$ cat src/rtl/fifo_sync_flex_if.sv
// Bundle of the producer/consumer side signals of fifo_sync_flex.
// master: the surrounding logic that writes, reads, flushes and observes.
// slave : the FIFO itself.
interface fifo_sync_flex_if #(
    parameter int DATA_WIDTH = 8,
    parameter int DEPTH      = 5
);
    localparam int CW = $clog2(DEPTH + 1);

    logic                  i_write;
    logic [DATA_WIDTH-1:0] i_wr_data;
    logic                  i_read;
    logic                  i_flush;
    logic                  i_clear_err;

    logic                  o_wr_full;
    logic                  o_wr_almost_full;
    logic                  o_rd_empty;
    logic                  o_rd_almost_empty;
    logic [CW-1:0]         o_count;
    logic [DATA_WIDTH-1:0] ow_rd_data;
    logic [DATA_WIDTH-1:0] o_rd_data;
    logic                  o_overflow;
    logic                  o_underflow;

    modport master (
        output i_write, i_wr_data, i_read, i_flush, i_clear_err,
        input  o_wr_full, o_wr_almost_full, o_rd_empty, o_rd_almost_empty,
        input  o_count, ow_rd_data, o_rd_data, o_overflow, o_underflow
    );

    modport slave (
        input  i_write, i_wr_data, i_read, i_flush, i_clear_err,
        output o_wr_full, o_wr_almost_full, o_rd_empty, o_rd_almost_empty,
        output o_count, ow_rd_data, o_rd_data, o_overflow, o_underflow
    );
endinterface

$ cat src/rtl/fifo_sync_flex.sv
// Single-clock FIFO of arbitrary depth (>= 2) with explicit pointer wrap,
// occupancy count, synchronous flush and sticky overflow/underflow flags.
//
// Handshake: a write is accepted on a rising clock edge when i_write=1,
// o_wr_full=0 and i_flush=0; a read is accepted when i_read=1,
// o_rd_empty=0 and i_flush=0. Requests that are not accepted are dropped
// (not held); a dropped write or read outside a flush raises the matching
// sticky error flag. ow_rd_data shows the head entry (fall-through);
// o_rd_data is the same head entry delayed by one clock.
module fifo_sync_flex #(
    parameter int DEL              = 1,
    parameter int DATA_WIDTH       = 8,
    parameter int DEPTH            = 5,
    parameter int ALMOST_WR_MARGIN = 1,
    parameter int ALMOST_RD_MARGIN = 1,
    parameter     INSTANCE_NAME    = "DEADF1F0"
) (
    input  logic            i_clk,
    input  logic            i_rst_n,
    fifo_sync_flex_if.slave bus
);
    localparam int AW = ($clog2(DEPTH) > 1) ? $clog2(DEPTH) : 1;
    localparam int CW = $clog2(DEPTH + 1);

    // Elaboration-time guard against illegal geometry.
    if (DEPTH < 2 || ALMOST_WR_MARGIN < 1 || ALMOST_WR_MARGIN > DEPTH - 1 ||
        ALMOST_RD_MARGIN < 1 || ALMOST_RD_MARGIN > DEPTH - 1) begin : g_bad_params
        $error("%s: illegal DEPTH/ALMOST margins (DEL=%0d)", INSTANCE_NAME, DEL);
    end

    logic [DATA_WIDTH-1:0] r_mem [DEPTH];
    logic [AW-1:0]         r_wr_ptr;
    logic [AW-1:0]         r_rd_ptr;
    logic [CW-1:0]         r_count;
    logic                  r_full;
    logic                  r_almost_full;
    logic                  r_empty;
    logic                  r_almost_empty;
    logic [DATA_WIDTH-1:0] r_rd_data;
    logic                  r_overflow;
    logic                  r_underflow;

    logic                  w_wv;
    logic                  w_rv;
    logic                  w_ovf_set;
    logic                  w_udf_set;
    logic [AW-1:0]         w_wr_ptr_next;
    logic [AW-1:0]         w_rd_ptr_next;
    logic [CW-1:0]         w_count_next;

    // Pointers wrap by compare against DEPTH-1, never by bit truncation.
    function automatic logic [AW-1:0] ptr_inc(input logic [AW-1:0] p);
        return (p == AW'(DEPTH - 1)) ? '0 : p + 1'b1;
    endfunction

    // Accept/reject decode and next-state of pointers and count.
    always_comb begin
        w_wv          = bus.i_write & ~r_full  & ~bus.i_flush;
        w_rv          = bus.i_read  & ~r_empty & ~bus.i_flush;
        w_ovf_set     = bus.i_write &  r_full  & ~bus.i_flush;
        w_udf_set     = bus.i_read  &  r_empty & ~bus.i_flush;
        w_wr_ptr_next = r_wr_ptr;
        w_rd_ptr_next = r_rd_ptr;
        w_count_next  = r_count;
        if (bus.i_flush) begin
            w_wr_ptr_next = '0;
            w_rd_ptr_next = '0;
            w_count_next  = '0;
        end else begin
            if (w_wv) w_wr_ptr_next = ptr_inc(r_wr_ptr);
            if (w_rv) w_rd_ptr_next = ptr_inc(r_rd_ptr);
            w_count_next = r_count + CW'(w_wv) - CW'(w_rv);
        end
    end

    // Storage array; deliberately not reset.
    always_ff @(posedge i_clk) begin
        if (w_wv) r_mem[r_wr_ptr] <= bus.i_wr_data;
    end

    // Pointers, count, status flags (decoded from next count) and error flags.
    always_ff @(posedge i_clk or negedge i_rst_n) begin
        if (!i_rst_n) begin
            r_wr_ptr       <= '0;
            r_rd_ptr       <= '0;
            r_count        <= '0;
            r_full         <= 1'b0;
            r_almost_full  <= 1'b0;
            r_empty        <= 1'b1;
            r_almost_empty <= 1'b1;
            r_rd_data      <= '0;
            r_overflow     <= 1'b0;
            r_underflow    <= 1'b0;
        end else begin
            r_wr_ptr       <= w_wr_ptr_next;
            r_rd_ptr       <= w_rd_ptr_next;
            r_count        <= w_count_next;
            r_full         <= (w_count_next == CW'(DEPTH));
            r_almost_full  <= (w_count_next >= CW'(DEPTH - ALMOST_WR_MARGIN));
            r_empty        <= (w_count_next == '0);
            r_almost_empty <= (w_count_next <= CW'(ALMOST_RD_MARGIN));
            r_rd_data      <= r_mem[r_rd_ptr];
            // Set wins over clear when both happen in one cycle.
            r_overflow     <= w_ovf_set | (r_overflow  & ~bus.i_clear_err);
            r_underflow    <= w_udf_set | (r_underflow & ~bus.i_clear_err);
        end
    end

    assign bus.o_wr_full         = r_full;
    assign bus.o_wr_almost_full  = r_almost_full;
    assign bus.o_rd_empty        = r_empty;
    assign bus.o_rd_almost_empty = r_almost_empty;
    assign bus.o_count           = r_count;
    assign bus.ow_rd_data        = r_mem[r_rd_ptr];
    assign bus.o_rd_data         = r_rd_data;
    assign bus.o_overflow        = r_overflow;
    assign bus.o_underflow       = r_underflow;
endmodule

$ cat src/flat_wrapper.sv
// flat-port wrapper written by rule: the top's interface ports become plain ports
module fifo_sync_flex_flat 
#(
    parameter int DEL              = 1,
    parameter int DATA_WIDTH       = 8,
    parameter int DEPTH            = 5,
    parameter int ALMOST_WR_MARGIN = 1,
    parameter int ALMOST_RD_MARGIN = 1,
    parameter     INSTANCE_NAME    = "        "
)
  (i_clk, i_rst_n, bus_i_write, bus_i_wr_data, bus_i_read, bus_i_flush, bus_i_clear_err, bus_o_wr_full, bus_o_wr_almost_full, bus_o_rd_empty, bus_o_rd_almost_empty, bus_o_count, bus_ow_rd_data, bus_o_rd_data, bus_o_overflow, bus_o_underflow);
  fifo_sync_flex_if #(.DATA_WIDTH(DATA_WIDTH), .DEPTH(DEPTH)) bus_i ();
  input  logic i_clk;
  input  logic i_rst_n;
  input wire logic [$bits(bus_i.i_write)-1:0] bus_i_write;
  input wire logic [$bits(bus_i.i_wr_data)-1:0] bus_i_wr_data;
  input wire logic [$bits(bus_i.i_read)-1:0] bus_i_read;
  input wire logic [$bits(bus_i.i_flush)-1:0] bus_i_flush;
  input wire logic [$bits(bus_i.i_clear_err)-1:0] bus_i_clear_err;
  output wire logic [$bits(bus_i.o_wr_full)-1:0] bus_o_wr_full;
  output wire logic [$bits(bus_i.o_wr_almost_full)-1:0] bus_o_wr_almost_full;
  output wire logic [$bits(bus_i.o_rd_empty)-1:0] bus_o_rd_empty;
  output wire logic [$bits(bus_i.o_rd_almost_empty)-1:0] bus_o_rd_almost_empty;
  output wire logic [$bits(bus_i.o_count)-1:0] bus_o_count;
  output wire logic [$bits(bus_i.ow_rd_data)-1:0] bus_ow_rd_data;
  output wire logic [$bits(bus_i.o_rd_data)-1:0] bus_o_rd_data;
  output wire logic [$bits(bus_i.o_overflow)-1:0] bus_o_overflow;
  output wire logic [$bits(bus_i.o_underflow)-1:0] bus_o_underflow;
  assign bus_i.i_write = bus_i_write;
  assign bus_i.i_wr_data = bus_i_wr_data;
  assign bus_i.i_read = bus_i_read;
  assign bus_i.i_flush = bus_i_flush;
  assign bus_i.i_clear_err = bus_i_clear_err;
  assign bus_o_wr_full = bus_i.o_wr_full;
  assign bus_o_wr_almost_full = bus_i.o_wr_almost_full;
  assign bus_o_rd_empty = bus_i.o_rd_empty;
  assign bus_o_rd_almost_empty = bus_i.o_rd_almost_empty;
  assign bus_o_count = bus_i.o_count;
  assign bus_ow_rd_data = bus_i.ow_rd_data;
  assign bus_o_rd_data = bus_i.o_rd_data;
  assign bus_o_overflow = bus_i.o_overflow;
  assign bus_o_underflow = bus_i.o_underflow;
  fifo_sync_flex #(.DEL(DEL), .DATA_WIDTH(DATA_WIDTH), .DEPTH(DEPTH), .ALMOST_WR_MARGIN(ALMOST_WR_MARGIN), .ALMOST_RD_MARGIN(ALMOST_RD_MARGIN), .INSTANCE_NAME(INSTANCE_NAME)) u_core (.i_clk(i_clk), .i_rst_n(i_rst_n), .bus(bus_i));
endmodule
$ cat config.mk
export PLATFORM = sky130hd
export DESIGN_NAME = fifo_sync_flex_flat
export DESIGN_NICKNAME = d
export VERILOG_FILES = /design/src/rtl/fifo_sync_flex_if.sv /design/src/rtl/fifo_sync_flex.sv /design/src/flat_wrapper.sv
export SDC_FILE = /design/constraint.sdc
export NUM_CORES = 1
export LEC_CHECK = 0
export ABC_AREA = 1
export CORE_MARGIN = 2
export CORE_UTILIZATION = 48
export CTS_CLUSTER_DIAMETER = 150
export CTS_CLUSTER_SIZE = 10
export DETAILED_ROUTE_END_ITERATION = 8
export HOLD_SLACK_MARGIN = 0.08
export PLACE_DENSITY = 0.85
export SKIP_CTS_REPAIR_TIMING = 1
export SYNTH_ARGS = -nofsm -noshare
export SYNTH_HDL_FRONTEND = slang
export SYNTH_SLANG_ARGS = --single-unit
export TNS_END_PERCENT = 100
$ cat constraint.sdc
create_clock -name i_clk -period 2.1 [get_ports i_clk]
set_clock_uncertainty 0.15 [all_clocks]
set_input_delay 0.525 -clock i_clk [delete_from_list [all_inputs] [get_ports i_clk]]
set_output_delay 0.525 -clock i_clk [all_outputs]
set_load 0.01 [all_outputs]
==> metrics.txt, run 1 <==
violated checks setup timing; status finished, violations left; Tmin final 2.18 ns; Final Cell Area 3650 um^2; top-area cell type share of the netlist area 0.448; RSZ-0062 raised after global routing true; most frequent CP cell nand2_1; Mapped Cells 259; Ys Warns 0; Crit path largest cell delay 0.49 ns; Die ar. 6210 um^2; Max Slew Vio Count 0; syn_area_per_cell 10.4 um^2; initial core utilization 0.493; crit share post-route 1.04; gpl congestion 0.756; Final Hold Vio Count 0; Vias 2007; vias in the first global route 1932; cell area after synthesis 2680 um^2; worst path bufs/invs 2; max_cap viols 0; Synth area leader edfxtp_1; Core Rows 27; FF+latch count, synth 62; Port Buf Inserts 38; ANT nets after route 0; Pleak 0.00168 uW; PnR worst setup slack -0.0811 ns; Reg power frac 0.425; fin nets 352; # clock sinks 62; number of buffers created by CTS 9; H-tree Lvls 3; Iter 0 DRT Violations 117; worst vdd ir 0.000666 V; Setup-failing EPs final 11; Tot Pwr 3600 uW; Gate power share 0.309; DP Area 3320 um^2; clk slew on worst S/H paths 0.08 ns; fin cells 408; commonest non-fill, non-tap cell in the layout nand2_1; Critical Path AT 1.51 ns; dpl cells 388; root buffer cell clkbuf_8; total gr overflow 0; CTS tree done; core footprint 5440 um^2; syn nets 280; FMAX 0.458 GHz; worst path cell trace buf_6, nand2_1, nand3_1, nand2_1, nand2_1, nand2_2, buf_6; register area share after synthesis 0.654; Startpoint Class register; Initial DRT Pass Iterations 4; Synth area leaders edfxtp_1 (45%), dfrtp_1 (19%), nand2_1 (10%); clock network power share 0.267; Worst path slowest cell dfrtp_2; Setup crit end kind output pin; CP required 1.42 ns; synth unique cells 25; first-pass GRT wire length 9090 um; initial antenna violation count 0; Die X 78.8 um; vias per cell 4.92; final WL 6030 um; drt drc 0; Ports 39; Wirelength per Cell 14.8 um; slew margin rel. 0.704; fraction of layout cells with a size suffix above 1 0.313; Crit path max-delay family flip-flops; PwrDens 985 nW/um^2; die height 78.8 um; net load switching power 1150 uW; Crit Path Class reg2out; CP max FO 5; Slew @ Worst Pin 0.440 ns; Int Pwr 2450 uW; Hold/Removal Path Class reg2reg; Clk Latency, worst-skew pair 0.34 ns; setup TNS -0.528 ns; CTS max path bufs 2; pin count of the biggest net entering global routing 23; GR Util All Layers 0.202; ant diodes 0; area grow syn2layout 36.2%; most frequent cells in the layout nand2_1 (60), inv_1 (48), edfxtp_1 (40), clkdlybuf4s50_1 (27), buf_4 (26); Sw Ratio 0.320; Detailed Place HPWL 3790 um; DP Worst Slack -0.728 ns
-- layout make-up --
class / instances / area [um^2]
flip-flops and latches: 62 / 1760
multi-input cells: 134 / 798
clock buffers: 9 / 124
repair buffers: 67 / 602
clock inverters: 7 / 56.3
fillers: 365 / 1780
inverters: 57 / 228
well taps: 72 / 90.1
-- final timing paths --
kind                                            startpoint  cells after the start                                     end  slack [ns]
setup / recovery            u_core.r_rd_ptr[0]$_DFFE_PN0P_                      7                       bus_ow_rd_data[7]       -0.08
hold / removal                u_core.r_mem[4][1]$_DFFE_PP_                      2       u_core.bus.o_rd_data[1]$_DFF_PN0_        0.32
setup reg to reg           u_core.bus.o_rd_empty$_DFF_PN1_                     12  u_core.bus.o_rd_almost_empty$_DFF_PN1_       -0.08
hold reg to reg               u_core.r_mem[4][1]$_DFFE_PP_                      2       u_core.bus.o_rd_data[1]$_DFF_PN0_        0.32
max in group asynchronous                          i_rst_n                      2         u_core.bus.o_rd_empty$_DFF_PN1_        1.11
min in group asynchronous                          i_rst_n                      2       u_core.bus.o_rd_data[1]$_DFF_PN0_        0.40
-- state kept, by name, indices dropped and copies added, names as in the netlist --
signal and flops:
u_core.r_mem 40, u_core.bus.o_rd_data 8, u_core.r_rd_ptr 3, u_core.r_wr_ptr 3
u_core.bus.o_count 2, u_core.bus.o_overflow 1, u_core.bus.o_rd_almost_empty 1, u_core.bus.o_rd_empty 1
u_core.bus.o_underflow 1, u_core.bus.o_wr_almost_full 1, u_core.bus.o_wr_full 1
-- Yosys cell counts (all sizes together) --
library cell and count:
buf 6, clkinv 1, dfrtp 20, dfstp 2
edfxtp 40, fa 1, ha 6, inv 56
nand2 82, nand3 21, nand3b 1, nand4 1
nor2 6, nor3 2, nor4 3, o21ai 8
o22ai 1, xnor2 1, xor2 1
-- power groups by stage --
stage | registers (uW) | clock network (uW) | logic, uW
finish | 1530 | 961 | 1110
global route | 1540 | 1030 | 1220
CTS | 1520 | 973 | 1000
detailed placement | 1540 | 0 | 996
global placement | 1540 | 0 | 963
floorplan | 1580 | 0 | 442
-- stage by stage --
stage / utilization / hold WS [ns]
after floorplan: - / 0.0794
after global placement: 0.610 / 0.305
after detailed placement: 0.610 / 0.315
after CTS: 0.643 / 0.332
after global routing: 0.672 / 0.360
final: 0.672 / 0.318
-- cells by family after synthesis --
group           count (synthesis)  share of synthesized area
flops                          62                      0.654
simple gates                  116                      0.186
compound gates                  9                     0.0173
buf+inv                        63                      0.102
fa+ha+maj                       7                     0.0354
xor+xnor                        2                    0.00653
-- routing by layer --
metal  vias up  GRT usage  wire, um
li1        957          -         -
met1       942      0.245      2360
met2        93      0.339      3070
met3        15     0.0602       494
met4         0     0.0789       108
met5         -          0         0
-- tightest hold or removal path, delay by kind of cell (launching register included) --
kind,cells,cell delay [ns]
flops,1,0.33
simple gates,2,0.11
Note: power is estimated with default switching activity, not from simulation.
==> run 2: changes to the inputs <==
--- a/config.mk
+++ b/config.mk
@@ -5,14 +5,13 @@
 export SDC_FILE = /design/constraint.sdc
 export NUM_CORES = 1
 export LEC_CHECK = 0
-export ABC_AREA = 1
 export CORE_MARGIN = 2
-export CORE_UTILIZATION = 48
+export CORE_UTILIZATION = 53
 export CTS_CLUSTER_DIAMETER = 150
 export CTS_CLUSTER_SIZE = 10
 export DETAILED_ROUTE_END_ITERATION = 8
 export HOLD_SLACK_MARGIN = 0.08
-export PLACE_DENSITY = 0.85
+export PLACE_DENSITY = 0.89
 export SKIP_CTS_REPAIR_TIMING = 1
 export SYNTH_ARGS = -nofsm -noshare
 export SYNTH_HDL_FRONTEND = slang
==> constraint.sdc (replaced) <==
create_clock -name i_clk -period 2.05 [get_ports i_clk]
set_clock_uncertainty 0.15 [all_clocks]
set_input_delay 0.5125 -clock i_clk [delete_from_list [all_inputs] [get_ports i_clk]]
set_output_delay 0.5125 -clock i_clk [all_outputs]
set_load 0.01 [all_outputs]
==> metrics.txt, run 2 <==
RSZ-0062 raised after global routing true; Pleak 0.00151 uW (-10%); crit share post-route 1.16; commonest non-fill, non-tap cell in the layout edfxtp_1; syn_area_per_cell 14.7 um^2 (+42%); FF+latch count, synth 62 (unchanged); Final Hold Vio Count 0 (unchanged); register area share after synthesis 0.698 (+0.0439); reg2reg start u_core.bus.o_rd_empty$_DFF_PN1_; Worst Hold Slack 0.377 ns (+0.0582 ns); PnR worst setup slack -0.330 ns (-0.249 ns); Ys Warns 0 (unchanged); reg2reg path depth 10 (-2); Biggest register u_core.r_mem; mux cell area share after synthesis 0.0358 (+0.0358); fin nets 276 (-22%); Ports 39 (unchanged); final WL 6120 um (+1.5%); Vias 1716 (-14%); Setup-failing EPs final 13 (+2); Synth area leaders edfxtp_1 (48%), dfrtp_1 (20%), mux2i_1 (3.6%); CP required 2.18 ns (+0.76 ns); Hold/Removal Path Class in2async; synth unique cells 32 (+28%); synth cell count leaders edfxtp_1 (40), dfrtp_1 (20), inv_1 (17); area grow syn2layout 44.5%; Int Pwr 2760 uW (+13%); Worst path slowest cell dfstp_2; Finished Core Util 0.780 (+0.108); vias per cell 5.46 (+11%); syn nets 192 (-31%); Startpoint Class register; H-tree Lvls 3 (unchanged); Reg power frac 0.406 (-0.019); Synth area leader edfxtp_1; Crit Path Class reg2reg; Fill cells 249 (-32%); most frequent cells in the layout edfxtp_1 (40), buf_4 (35), clkdlybuf4s50_1 (24), dfrtp_1 (19), inv_1 (16); Critical Path AT 2.51 ns (+1.00 ns); Initial DRT Pass Iterations 4 (unchanged); drt drc 0 (unchanged); root buffer cell clkbuf_8; ys flop type edfxtp_1; RR Endpoint u_core.bus.o_rd_empty$_DFF_PN1_; Clk Latency, worst-skew pair 0.35 ns (about the same); max reg flops 40 (unchanged); Port Buf Inserts 38 (unchanged); clock network power share 0.308 (+0.041); gpl congestion 0.739 (-2.3%); CTS max path bufs 2 (unchanged); initial core utilization 0.540 (+0.0462); cell area after synthesis 2510 um^2 (-6.3%); Tot Pwr 3790 uW (+5.3%); R2R setup slack -0.33 ns (-0.25 ns); post-synthesis adder-cell area fraction 0.0378 (+0.00238); CTS tree done; initial antenna violation count 0 (unchanged); GR Util All Layers 0.211 (+0.00917); Die X 72.9 um (-7.5%); compound-cell area share of the yosys netlist 0.0771 (+0.0599); Die ar. 5310 um^2 (-14%); first-pass GRT wire length 7870 um (-14%); Detailed Place HPWL 3310 um (-13%); FMAX 0.420 GHz; Sw Ratio 0.273 (-0.0471); Simple-Gate Fraction of Synth Area 0.0940 (-0.0915); Crit path largest cell delay 0.53 ns (+0.04 ns); Slew @ Worst Pin 0.315 ns (-0.125 ns); core footprint 4660 um^2 (-14%); largest family of logic cells by synthesized area simple AND/OR/NAND/NOR gates; vias in the first global route 1638 (-15%); pin count of the biggest net entering global routing 26 (+13%); ANT nets after route 0 (unchanged); CP max FO 3 (-2); clk slew on worst S/H paths 0.07 ns (about the same); violated checks setup timing; slew margin rel. 0.790 (+0.0861); worst path cell trace nand2b_4, nor2_2, ha_1, inv_1, ha_2, inv_2, fa_2, xnor3_1, nand2_1, o21bai_1; fraction of layout cells with a size suffix above 1 0.377 (+0.0644); # clock sinks 62 (unchanged); worst vdd ir 0.000679 V (+2.0%); die height 72.9 um (-7.5%); total gr overflow 0 (unchanged); status finished, violations left; most common cell in the netlist edfxtp_1; number of synthesized flops with an enable pin 40 (unchanged); top-area cell type share of the netlist area 0.478 (+0.0301); max_cap viols 0 (unchanged); Gate power share 0.286 (-0.023); net load switching power 1040 uW (-10%); Mapped Cells 171 (-34%); PwrDens 1040 nW/um^2 (+5.9%); Tmin final 2.38 ns; Core Rows 25 (-7.4%); async set or reset register ratio after synthesis 0.355 (unchanged); number of buffers created by CTS 9 (unchanged); Max Slew Vio Count 0 (unchanged); Iter 0 DRT Violations 127 (+8.5%); Setup crit end kind register; Synth Area in XOR/XNOR 0.00896 (+0.00243); ant diodes 0 (unchanged); Wirelength per Cell 19.5 um (+32%)
-- run 2: cell types whose count changed after synthesis, moves of 5 or more --
cell | previous run | this run
nand2_2 | 8 | 0
mux2i_1 | 0 | 9
a21oi_1 | 0 | 5
nor2b_1 | 0 | 6
a221oi_1 | 0 | 8
a211oi_1 | 0 | 8
nand2_1 | 74 | 7
o21ai_0 | 8 | 3
nand3_1 | 21 | 2
inv_1 | 54 | 17
-- run 2: worst max path at each step --
stage | from | endpoint | slack, ns | depth (start not counted)
after floorplan | u_core.bus.o_rd_empty$_DFF_PN1_ | u_core.bus.o_wr_full$_DFF_PN0_ | -0.14 | 9
after global placement | bus_i_read | u_core.bus.o_wr_full$_DFF_PN0_ | -0.64 | 10
after detailed placement | bus_i_read | u_core.bus.o_wr_full$_DFF_PN0_ | -0.69 | 10
after CTS | u_core.r_rd_ptr[2]$_DFFE_PN0P_ | bus_ow_rd_data[1] | -0.72 | 5
after global routing | u_core.bus.o_rd_empty$_DFF_PN1_ | u_core.bus.o_rd_empty$_DFF_PN1_ | -0.42 | 10
final | u_core.bus.o_rd_empty$_DFF_PN1_ | u_core.bus.o_rd_empty$_DFF_PN1_ | -0.33 | 10
-- run 2: power groups by stage --
stage	combinational, uW	sequential [uW]	clock, uW
3_5_place_dp	873	1550	0
2_1_floorplan	383	1590	0
4_1_cts	885	1530	1170
5_1_grt	1160	1550	1230
6_report	1080	1540	1170
3_3_place_gp	848	1540	0
-- run 2: metrics by stage --
step	instance area [um^2]	setup TNS (ns)	std cells	worst slack, ns
CTS	3380	-7.30	299	-0.722
global placement	3170	-17.71	283	-0.637
finish	3630	-3.03	314	-0.330
detailed placement	3170	-17.92	283	-0.690
floorplan	2530	-0.296	171	-0.143
global route	3630	-3.82	314	-0.416
-- run 2: cell type report --
type	count	area, um^2	share of cell area
flip-flops and latches	62	1760	0.483
multi-input cells	85	774	0.213
repair buffers	80	759	0.209
clock buffers	10	128	0.0351
clock inverters	6	86.3	0.0238
well taps	54	67.6	0.0186
inverters	17	63.8	0.0176
-- run 2: critical path: cells and delay by family (launching register included) --
family | cells | cell delay (ns)
flip-flops | 1 | 0.53
buffers and inverters | 2 | 0.11
adder cells (fa/ha/maj) | 3 | 0.79
XOR/XNOR | 1 | 0.31
AND/OR/NAND/NOR | 3 | 0.29
AO/OA/AOI/OAI | 1 | 0.15
-- run 2: per-layer routing --
layer	wire [um]	up-vias	GRT usage
met2	3270	63	0.345
met4	127	0	0.134
met5	0	-	0
li1	-	783	-
met3	292	12	0.0539
met1	2420	858	0.248
-- run 2: cells by family (layout without fill, tap and decap cells) --
kind of cell	Yosys count	after routing
flip-flops	62	62
AND/OR/NAND/NOR	41	41
AO/OA/AOI/OAI	27	27
buffers and inverters	24	113
multiplexers	9	9
adder cells (fa/ha/maj)	7	7
XOR/XNOR	1	1
